**src/rtl/pipe_hazard_ctrl_pkg.sv**
```systemverilog
// Shared types and constants for the pipeline hazard controller.
package pipe_hazard_ctrl_pkg;

  typedef enum logic [1:0] {
    ST_RUN    = 2'd0,
    ST_DRAIN  = 2'd1,
    ST_HALTED = 2'd2
  } hz_state_e;

  localparam logic [1:0] FWD_RF  = 2'b00;
  localparam logic [1:0] FWD_MEM = 2'b01;
  localparam logic [1:0] FWD_WB  = 2'b10;

  localparam logic [6:0] NOP_OPCODE = 7'b0010011;

endpackage

```
**src/rtl/pipe_hazard_ctrl_fwd_sel.sv**
```systemverilog
// Operand bypass selector for one EX source register; MEM wins over WB.
module fwd_sel
  import pipe_hazard_ctrl_pkg::*;
#(
  parameter int RW = 5
) (
  input  logic [RW-1:0] rs,
  input  logic          mem_wen,
  input  logic [RW-1:0] mem_rd,
  input  logic          wb_wen,
  input  logic [RW-1:0] wb_rd,
  output logic [1:0]    sel
);

  always_comb begin
    sel = FWD_RF;
    if (mem_wen && (mem_rd != '0) && (mem_rd == rs)) begin
      sel = FWD_MEM;
    end else if (wb_wen && (wb_rd != '0) && (wb_rd == rs)) begin
      sel = FWD_WB;
    end
  end

endmodule

```
**src/rtl/pipe_hazard_ctrl.sv**
```systemverilog
// Pipeline hazard control: forwarding select, load-use bubbles, mispredict
// flush and a halt drain FSM. dbg_state / dbg_lu_cnt expose internal state.
module pipe_hazard_ctrl
  import pipe_hazard_ctrl_pkg::*;
#(
  parameter int XLEN     = 64,
  parameter int RW       = 5,
  parameter int LOAD_LAT = 1,
  parameter int DRAIN    = 3
) (
  input  logic          clk,
  input  logic          rst,
  input  logic          id_valid,
  input  logic [RW-1:0] id_rs1,
  input  logic [RW-1:0] id_rs2,
  input  logic          id_use1,
  input  logic          id_use2,
  input  logic          id_halt,
  input  logic          ex_valid,
  input  logic [RW-1:0] ex_rd,
  input  logic          ex_load,
  input  logic [RW-1:0] ex_rs1,
  input  logic [RW-1:0] ex_rs2,
  input  logic          ex_mispredict,
  input  logic [RW-1:0] mem_rd,
  input  logic [RW-1:0] wb_rd,
  input  logic          mem_wen,
  input  logic          wb_wen,
  output logic          stall_if,
  output logic          stall_id,
  output logic          flush_ifid,
  output logic          flush_idex,
  output logic [1:0]    fwd_a,
  output logic [1:0]    fwd_b,
  output logic          draining,
  output logic          halted,
  output logic [1:0]    dbg_state,
  output logic [1:0]    dbg_lu_cnt
);

  hz_state_e  state_q;
  logic [1:0] lu_cnt_q;
  logic [2:0] drain_cnt_q;
  logic       lu_hazard;
  logic       lu_stall;
  logic       unused_params;

  // XLEN and the NOP encoding document the surrounding datapath only.
  assign unused_params = (XLEN > 0) && (NOP_OPCODE != 7'd0);

  fwd_sel #(.RW(RW)) u_fwd_a (
    .rs(ex_rs1), .mem_wen(mem_wen), .mem_rd(mem_rd),
    .wb_wen(wb_wen), .wb_rd(wb_rd), .sel(fwd_a)
  );

  fwd_sel #(.RW(RW)) u_fwd_b (
    .rs(ex_rs2), .mem_wen(mem_wen), .mem_rd(mem_rd),
    .wb_wen(wb_wen), .wb_rd(wb_rd), .sel(fwd_b)
  );

  assign lu_hazard = ex_valid && ex_load && (ex_rd != '0) && id_valid &&
                     ((id_use1 && (id_rs1 == ex_rd)) ||
                      (id_use2 && (id_rs2 == ex_rd)));
  assign lu_stall  = lu_hazard || (lu_cnt_q != 2'd0);

  assign draining = (state_q == ST_DRAIN);
  assign halted   = (state_q == ST_HALTED);

  // A mispredict kills the wrong-path work, so it releases any stall; a
  // halted pipe stays frozen regardless.
  assign stall_if   = halted || (!ex_mispredict && (lu_stall || draining));
  assign stall_id   = halted || (!ex_mispredict && lu_stall);
  assign flush_ifid = ex_mispredict || draining;
  assign flush_idex = ex_mispredict || lu_stall || halted;

  assign dbg_state  = state_q;
  assign dbg_lu_cnt = lu_cnt_q;

  always_ff @(posedge clk) begin
    if (rst) begin
      state_q     <= ST_RUN;
      lu_cnt_q    <= 2'd0;
      drain_cnt_q <= 3'd0;
    end else begin
      if (ex_mispredict) begin
        lu_cnt_q <= 2'd0;
      end else if (lu_hazard) begin
        lu_cnt_q <= 2'(LOAD_LAT - 1);
      end else if (lu_cnt_q != 2'd0) begin
        lu_cnt_q <= lu_cnt_q - 2'd1;
      end

      case (state_q)
        ST_RUN: begin
          if (id_valid && id_halt && !lu_stall && !ex_mispredict) begin
            state_q     <= ST_DRAIN;
            drain_cnt_q <= 3'(DRAIN - 1);
          end
        end
        ST_DRAIN: begin
          if (ex_mispredict) begin
            state_q     <= ST_RUN;
            drain_cnt_q <= 3'd0;
          end else if (drain_cnt_q == 3'd0) begin
            state_q <= ST_HALTED;
          end else begin
            drain_cnt_q <= drain_cnt_q - 3'd1;
          end
        end
        ST_HALTED: state_q <= ST_HALTED;
        default:   state_q <= ST_RUN;
      endcase
    end
  end

endmodule
```
**config.mk**
```make
export PLATFORM = sky130hd
export DESIGN_NAME = pipe_hazard_ctrl
export DESIGN_NICKNAME = d
export VERILOG_FILES = /design/src/rtl/pipe_hazard_ctrl_pkg.sv /design/src/rtl/pipe_hazard_ctrl_fwd_sel.sv /design/src/rtl/pipe_hazard_ctrl.sv
export SDC_FILE = /design/constraint.sdc
export NUM_CORES = 1
export LEC_CHECK = 0
export BUFFER_PORTS_ARGS = -buffer_cell sky130_fd_sc_hd__buf_2
export CAP_MARGIN = 40
export CORE_MARGIN = 2
export CORE_UTILIZATION = 41
export DETAILED_ROUTE_END_ITERATION = 12
export GPL_TIMING_DRIVEN = 0
export MAX_ROUTING_LAYER = met4
export PLACE_DENSITY = 0.78
export SLEW_MARGIN = 20
export SYNTH_ARGS = -nofsm -noshare
export SYNTH_HDL_FRONTEND = slang
export SYNTH_SLANG_ARGS = --single-unit
```
**constraint.sdc**
```tcl
create_clock -name clk -period 1.75 [get_ports clk]
set_input_delay 0.175 -clock clk [delete_from_list [all_inputs] [get_ports clk]]
set_output_delay 0.175 -clock clk [all_outputs]
set_load 0.02 [all_outputs]
```
==> results of run 1 <==
state kept, by name, indices dropped and copies added (netlist names):
name / flops
dbg_lu_cnt: 2
dbg_state: 2
drain_cnt_q: 3
area by class of cell:
cell class	count	share of cell area, %
Clock buffer	4	2.08
Sequential cell	7	11.2
Inverter	7	2.08
Timing Repair Buffer	59	23.3
Tap cell	27	2.67
Multi-Input combinational cell	95	58.7
through the flow:
stage / total power, uW / util (%) / instances / cell area [um^2]
finish: 533 / 63.8 / 199 / 1260
global route: 563 / 63.8 / 199 / 1260
CTS: 532 / 62.6 / 199 / 1240
detailed placement: 381 / 60.7 / 195 / 1200
global placement: 373 / 60.7 / 195 / 1200
floorplan: 280 / - / 109 / 875
per-layer routing:
| metal | share of wire [%] | wire [um] | track usage, % |
|---|---|---|---|
| met4 | 0.77 | 19 | 5.56 |
| met5 | 0 | 0 | - |
| met3 | 5.6 | 137 | 2.38 |
| met1 | 39 | 968 | 20.0 |
| met2 | 54 | 1340 | 40.8 |
repair_timing:
item | in CTS | in global routing
cloned | 0 | 0
hold buffers | 0 | 0
pin swaps | 0 | 1
resized for setup | 3 | 3
setup endpoints to repair | 1 | 3
power by group through the flow:
stage	sequential [uW]	clock, uW	combinational, uW
floorplan	170	0	109
global placement	169	0	203
detailed placement	169	0	212
CTS	166	152	214
global route	167	162	235
finish	166	151	216
critical path: stages, from the launching register on:
cell and delay [ns]:
sky130_fd_sc_hd__dfxtp_2 0.37, sky130_fd_sc_hd__nand2b_4 0.16, sky130_fd_sc_hd__inv_1 0.06, sky130_fd_sc_hd__or4b_4 0.50
sky130_fd_sc_hd__buf_2 0.17
worst min path at each step:
stage          start        endpoint  cells past startpoint
2_1_floorplan    rst    dbg_state[1]                      1
3_3_place_gp     rst    dbg_state[1]                      2
3_5_place_dp     rst  drain_cnt_q[0]                      2
4_1_cts          rst    dbg_state[1]                      2
5_1_grt          rst    dbg_state[1]                      2
6_report         rst    dbg_state[1]                      2
placed cells by master, fill, tap and decap left out, types with 2 or more instances in the layout:
master and instances:
sky130_fd_sc_hd__buf_2 59, sky130_fd_sc_hd__inv_1 7, sky130_fd_sc_hd__clkbuf_4 3, sky130_fd_sc_hd__nand2_1 2, sky130_fd_sc_hd__nand4_1 4, sky130_fd_sc_hd__nand2b_1 4
sky130_fd_sc_hd__nor2_1 8, sky130_fd_sc_hd__or2_2 2, sky130_fd_sc_hd__nor3_1 3, sky130_fd_sc_hd__xor2_1 15, sky130_fd_sc_hd__dfxtp_1 6, sky130_fd_sc_hd__a21oi_1 6
sky130_fd_sc_hd__ha_1 2, sky130_fd_sc_hd__or4_1 3, sky130_fd_sc_hd__nor4_2 3, sky130_fd_sc_hd__nand3_1 4, sky130_fd_sc_hd__xnor2_1 16
kinds of logic after synthesis:
group                    Yosys count  share of synthesized area (%)
AND/OR/NAND/NOR                   42                           30.5
XOR/XNOR                          31                           31.0
AO/OA/AOI/OAI                     18                           14.0
buffers and inverters              7                           3.00
flip-flops                         7                           16.0
adder cells (fa/ha/maj)            3                           4.29
multiplexers                       1                           1.14
==> summary.txt, run 1 <==
Timing
  – Normalized max-slew margin: 64.7%
  – Minimum period implied by the final worst setup slack: 1.70 ns
  – Setup slack of the critical path after layout: 0.0532 ns
  – Worst hold slack: 0.156 ns
  – Setup Total Neg Slack: 0 ns
  – Transition time of the tightest slew-check pin: approximately 0.52 ns
  – Total count of hold-check failures in the final report: 0
  – Unrepaired setup endpoints after global routing: no
  – Max-slew violations: 0
  – Setup Viol. Count Final: 0
  – Part of the cycle the worst path needs: 97.0%
  – Final setup skew: 0.00175 ns
  – Highest clock frequency the design can meet: 0.589 GHz

Layout
  – Total area of sequential cells: 141 um^2
  – Number of nets in the finished design: 222
  – Antenna diodes: 0
  – Multi-input gate area in the final layout: 742 um^2
  – Layout cells sized above 1: 43.6%
  – Fill cell total of the finished layout: 167
  – Synthesis-to-finish area growth: 44.6%

Logic synthesis
  – Share of synthesized area occupied by flip-flops and latches: 16.0%
  – Asr flop ratio synth: 0%
  – Number of instances in the synthesized netlist: ~110
  – Number of warnings reported in the yosys synthesis log: 0
  – Dominant cell type by area after synthesis: sky130_fd_sc_hd__dfxtp_1
  – Post-synth cell types: 36
  – Top area cells in the synthesized netlist: sky130_fd_sc_hd__dfxtp_1 16%, sky130_fd_sc_hd__xnor2_1 16%, sky130_fd_sc_hd__xor2_1 15%, sky130_fd_sc_hd__ha_1 4.3%, sky130_fd_sc_hd__nand2b_1 3.6%
  – Post-synth EDFFs: 0
  – Post-synth design cell area: 875 um^2
  – Flops & latches, synth: 7
  – Net count of the mapped netlist: 158
  – Most frequent cell after synthesis: sky130_fd_sc_hd__xnor2_1
  – Share of Yosys cell area claimed by the top area cell type: 16.0%
  – Commonest cells post-synth: 16 x sky130_fd_sc_hd__xnor2_1, 15 x sky130_fd_sc_hd__xor2_1, 8 x sky130_fd_sc_hd__nor2_1, 7 x sky130_fd_sc_hd__dfxtp_1, 7 x sky130_fd_sc_hd__inv_1
  – Avg Cell Area, Syn: 8.02 um^2
  – Leading register cell type out of synthesis: sky130_fd_sc_hd__dfxtp_1

Die
  – Height of the chip: 50.2 um
  – Count of pins on the block boundary: 60
  – Starting density of the core: roughly 44%
  – Die area: between 0.002 and 0.003 mm^2
  – Placeable core area: 0.00198 mm^2
  – Row Count: 16
  – DIE WIDTH: 50.2 um

Setup path
  – Endpoint arrival time on the critical path: ~1.5 ns
  – Setup Crit Path Kind: reg2out
  – Endpoint of the worst register-to-register path: drain_cnt_q[2]
  – Required time of the critical path: 1.57 ns
  – Worst setup path startpoint: dbg_state[0]
  – Register-to-register setup slack: 0.24 ns
  – Crit path capture type: output pin
  – Nature of the critical path startpoint: flip-flop
  – Critical path destination: flush_idex
  – Number of cells traversed by the worst register-to-register path: 5
  – RR Startpoint: dbg_state[1]
  – CP Max Fanout: 6

Clocking
  – TritonCTS clock tree: done
  – Later-pin clock latency in the skew report: 0.25 ns
  – CTS clock-pin slew for the worst setup and hold paths: 0.05 ns
  – H-Tree Depth: 1
  – Setup fix buffers added after clock tree synthesis: 0
  – Max clock buf depth: 2
  – Clock root buffer: sky130_fd_sc_hd__clkbuf_4
  – Total clock sinks: 7
  – CTS buffer count: 3

Power and ir drop
  – Leak: 0.000569 uW
  – Cell internal pwr: around 360 uW
  – Share of total power consumed by net switching: 33.2%
  – Part of the total power dissipated in sequential elements: 31.2%
  – Worst supply voltage drop on vdd: 0.314 mV
  – Proportion of power drawn by the clock network: 28.3%
  – Net load switching power: 177 uW
  – Cell Pwr Density: 422 mW/mm^2
  – Part of the total power dissipated in combinational logic: 40.5%

Place
  – Quantity of I/O buffers inserted on ports: 59
  – Detailed-placement wirelength estimate: approximately 2100 um
  – Post-Place Worst Slack: 0.0488 ns
  – Placer congestion estimate: roughly 0.96

Global route
  – Via count of the first global-routing pass: 1,006
  – Pin count of the biggest net entering global routing: 10
  – Antenna violations before repair: 0
  – Aggregate global routing overflow: 0
  – Overall fraction of global-route tracks in use: 20.3%
  – Wire length of the first global-routing pass: 3970 um

Detailed routing
  – 1st-iter DRT viols: 10
  – Ratio of routed vias to standard cells: a little over 5
  – Antenna viol nets, final: 0
  – Vias: roughly 1,000
  – Drt pass-1 iters: 4
  – DRC violations left: 0
  – Routed wirelength normalized by instance count: ~12 um
  – Final wirelength: 2460 um

Min path
  – Class of the tightest hold or removal check: in2reg

Job
  – Max cap viols: 0

Outcome
  – Status: finished, final reports clean
Note: power is estimated with default switching activity, not from simulation.
==> inputs of run 2 (changes only) <==
Clock period 1.75 ns to 1.7 ns, I/O delays scaled along.
==> run 2 against run 1 <==
Net effect: via count grew 3.1%; clock skew grew 0.0033 ns; hold slack lost 0.011 ns; sequential share of layout area shrank 0.25 points; first-iteration DRC count shrank 10%; setup slack lost 0.031 ns; non-clock buffer count grew 3; die area is the same; core utilization grew 2.6 points; combinational power grew 8%; critical endpoint unchanged; highest routed layer unchanged.
==> summary.txt, run 2 (same netlist as run 1, synthesis figures left out) <==
Timing
  – Normalized max-slew margin: 65.5% (was 64.7%)
  – Highest clock frequency the design can meet: 0.596 GHz
  – Worst hold slack: 0.145 ns (was 0.156 ns)
  – Max-slew violations: 0 (unchanged)
  – Part of the cycle the worst path needs: 98.7%
  – Final setup skew: 0.00501 ns (was 0.00175 ns)
  – Total count of hold-check failures in the final report: 0 (unchanged)
  – Transition time of the tightest slew-check pin: 0.513 ns (was 0.525 ns)
  – Setup Viol. Count Final: 0 (unchanged)
  – Setup slack of the critical path after layout: 0.0226 ns (was 0.0532 ns)
  – Unrepaired setup endpoints after global routing: yes (was no)
  – Minimum period implied by the final worst setup slack: around 1.7 ns

Die
  – Placeable core area: 0.00198 mm^2 (unchanged)
  – Die area: 0.00252 mm^2 (unchanged)
  – Starting density of the core: 44.1% (unchanged)
  – DIE WIDTH: 50.2 um (unchanged)
  – Height of the chip: 50.2 um (unchanged)
  – Count of pins on the block boundary: 60 (unchanged)
  – Row Count: 16 (unchanged)

Layout
  – Fill cell total of the finished layout: 151 (was 167)
  – Antenna diodes: 0 (unchanged)
  – Final std cells w/o fill: 202 (was 199)
  – Top library cells by usage in the layout, fill and taps aside: 58 x sky130_fd_sc_hd__buf_2, 16 x sky130_fd_sc_hd__xnor2_1, 15 x sky130_fd_sc_hd__xor2_1, 8 x sky130_fd_sc_hd__nor2_1, 7 x sky130_fd_sc_hd__inv_1 (was 59 x sky130_fd_sc_hd__buf_2, 16 x sky130_fd_sc_hd__xnor2_1, 15 x sky130_fd_sc_hd__xor2_1, 8 x sky130_fd_sc_hd__nor2_1, 7 x sky130_fd_sc_hd__inv_1)
  – Layout cells sized above 1: 45.7% (was 43.6%)
  – Number of flip-flops in the largest register: 3 (unchanged)
  – Synthesis-to-finish area growth: 50.5% (was 44.6%)
  – Number of nets in the finished design: 225 (was 222)
  – Register with the most flip-flops: drain_cnt_q (unchanged)
  – Most frequent standard cell in the layout excluding fill and tap cells: sky130_fd_sc_hd__buf_2 (unchanged)

Detailed routing
  – Antenna viol nets, final: 0 (unchanged)
  – 1st-iter DRT viols: 9 (was 10)
  – Drt pass-1 iters: 4 (unchanged)
  – DRC violations left: 0 (unchanged)
  – Routed wirelength normalized by instance count: 12.8 um (was 12.4 um)
  – Ratio of routed vias to standard cells: 5.21 (was 5.13)
  – Vias: 1,052 (was 1,020)
  – Final wirelength: 2600 um (was 2460 um)

Clocking
  – Total clock sinks: 7 (unchanged)
  – Max clock buf depth: 2 (unchanged)
  – Clock root buffer: sky130_fd_sc_hd__clkbuf_4 (unchanged)
  – TritonCTS clock tree: done (unchanged)
  – CTS buffer count: 3 (unchanged)
  – H-Tree Depth: 1 (unchanged)
  – CTS clock-pin slew for the worst setup and hold paths: 0.06 ns (was 0.05 ns)
  – Later-pin clock latency in the skew report: 0.26 ns (was 0.25 ns)

Global route
  – Aggregate global routing overflow: 0 (unchanged)
  – Via count of the first global-routing pass: 1,008 (was 1,006)
  – Wire length of the first global-routing pass: 3990 um (was 3970 um)
  – Global routing met1 resource utilization: 20.2% (was 20.0%)
  – Antenna violations before repair: 0 (unchanged)
  – Met2 capacity usage during global routing: 41.0% (was 40.8%)
  – Busiest grt layer: met2 (unchanged)
  – Pin count of the biggest net entering global routing: 10 (unchanged)
  – Grt met3 use: 2.38% (unchanged)
  – Overall fraction of global-route tracks in use: 20.4% (was 20.3%)

Power and ir drop
  – Cell internal pwr: 371 uW (was 356 uW)
  – Proportion of power drawn by the clock network: 28.0% (was 28.3%)
  – Part of the total power dissipated in sequential elements: 30.4% (was 31.2%)
  – Worst supply voltage drop on vdd: 0.327 mV (was 0.314 mV)
  – Net load switching power: 190 uW (was 177 uW)
  – Part of the total power dissipated in combinational logic: 41.6% (was 40.5%)
  – Cell Pwr Density: 427 mW/mm^2 (was 422 mW/mm^2)
  – Share of total power consumed by net switching: 33.9% (was 33.2%)
  – Leak: 0.000589 uW (was 0.000569 uW)

Setup path
  – Critical Path, Cell by Cell: nand2b_4 > inv_1 > or4b_4 > buf_6 (was nand2b_4 > inv_1 > or4b_4 > buf_2)
  – Register-to-register setup slack: 0.16 ns (was 0.24 ns)
  – Nature of the critical path startpoint: flip-flop (unchanged)
  – Setup Crit Path Kind: reg2out (unchanged)
  – CP peak stage delay: 0.51 ns (was 0.50 ns)
  – Endpoint of the worst register-to-register path: drain_cnt_q[0] (was drain_cnt_q[2])
  – CP Max Fanout: 6 (unchanged)
  – Largest delay share family, worst path: simple AND/OR/NAND/NOR gates (unchanged)
  – Buffers & Inverters on Critical Path: 2 (unchanged)
  – RR Startpoint: drain_cnt_q[0] (was dbg_state[1])
  – Required time of the critical path: 1.53 ns (was 1.57 ns)
  – Cell type of the slowest stage on the worst timing path: sky130_fd_sc_hd__or4b_4 (unchanged)
  – Number of cells traversed by the worst register-to-register path: 7 (was 5)
  – Crit path capture type: output pin (unchanged)
  – Endpoint arrival time on the critical path: 1.51 ns (was 1.52 ns)

Place
  – Placer congestion estimate: 0.962 (unchanged)
  – Detailed-placement wirelength estimate: 2140 um (unchanged)
  – Placed cell count: 195 (unchanged)
  – Quantity of I/O buffers inserted on ports: 59 (unchanged)
  – Post-Place Worst Slack: 0.00882 ns (was 0.0488 ns)

Job
  – Max cap viols: 0 (unchanged)

Min path
  – Worst hold path stage count: 2 (unchanged)
  – Class of the tightest hold or removal check: in2reg (unchanged)
  – Launch instance of the worst min-delay path: rst (unchanged)
  – Sink of the worst hold path: dbg_state[1] (unchanged)

Outcome
  – Status: finished, final reports clean (unchanged)
==> run 2: worst max-delay path by stage <==
stage | from | to | slack [ns] | cells after the start
after global placement | mem_rd[1] | fwd_a[1] | 0.03 | 6
after global routing | wb_rd[2] | fwd_b[1] | -0.01 | 6
after CTS | mem_rd[1] | fwd_b[1] | 0.005 | 6
after detailed placement | mem_rd[1] | fwd_b[1] | 0.009 | 6
after floorplan | mem_rd[1] | fwd_a[1] | 0.03 | 4
final | dbg_state[0] | flush_idex | 0.02 | 4
==> run 2: worst reg2reg max path, stage by stage (launching register included) <==
cell	delay, ns
sky130_fd_sc_hd__dfxtp_1	0.41
sky130_fd_sc_hd__inv_1	0.09
sky130_fd_sc_hd__ha_1	0.21
sky130_fd_sc_hd__nand2b_1	0.18
sky130_fd_sc_hd__mux2i_1	0.26
sky130_fd_sc_hd__nor2_1	0.07
sky130_fd_sc_hd__a21oi_1	0.13
sky130_fd_sc_hd__a21oi_1	0.08
==> run 2: stage by stage <==
stage	utilization, %	TNS (ns)	cell area [um^2]	power (uW)
2_1_floorplan	-	0	875	288
3_3_place_gp	60.7	0	1200	384
3_5_place_dp	60.7	0	1200	393
4_1_cts	63.1	0	1250	548
5_1_grt	66.4	-0.0236	1320	591
6_report	66.4	0	1320	562
==> run 2: per-layer routing <==
metal | vias to the layer above | part of all wire, %
li1 | 521 | -
met1 | 485 | 40
met2 | 41 | 54
met3 | 5 | 5.7
met4 | 0 | 1.1
met5 | - | 0
==> run 2: area by class of cell <==
type                    count  area, um^2  area share, %
clock buffers               4        26.3           2.00
inverters                   7        26.3           2.00
multi-input cells          95         762           57.9
flip-flops and latches      7         144           10.9
well taps                  27        33.8           2.57
repair buffers             62         324           24.6
==> run 2: what timing repair did <==
| item | CTS | global route |
|---|---|---|
| setup endpoints to repair | 1 | 4 |
| cloned | 0 | 0 |
| gates resized for setup | 4 | 8 |
| hold buffers | 0 | 0 |
| buffers inserted | 0 | 3 |
| endpoints found under the hold margin | 0 | 0 |
| pin swaps | 0 | 5 |
==> run 2: power groups by stage <==
| stage | Clock (uW) | Combinational (uW) | Sequential [uW] |
|---|---|---|---|
| floorplan | 0 | 112 | 175 |
| finish | 157 | 234 | 171 |
| global placement | 0 | 209 | 174 |
| detailed placement | 0 | 218 | 174 |
| CTS | 156 | 220 | 171 |
| global route | 165 | 254 | 171 |
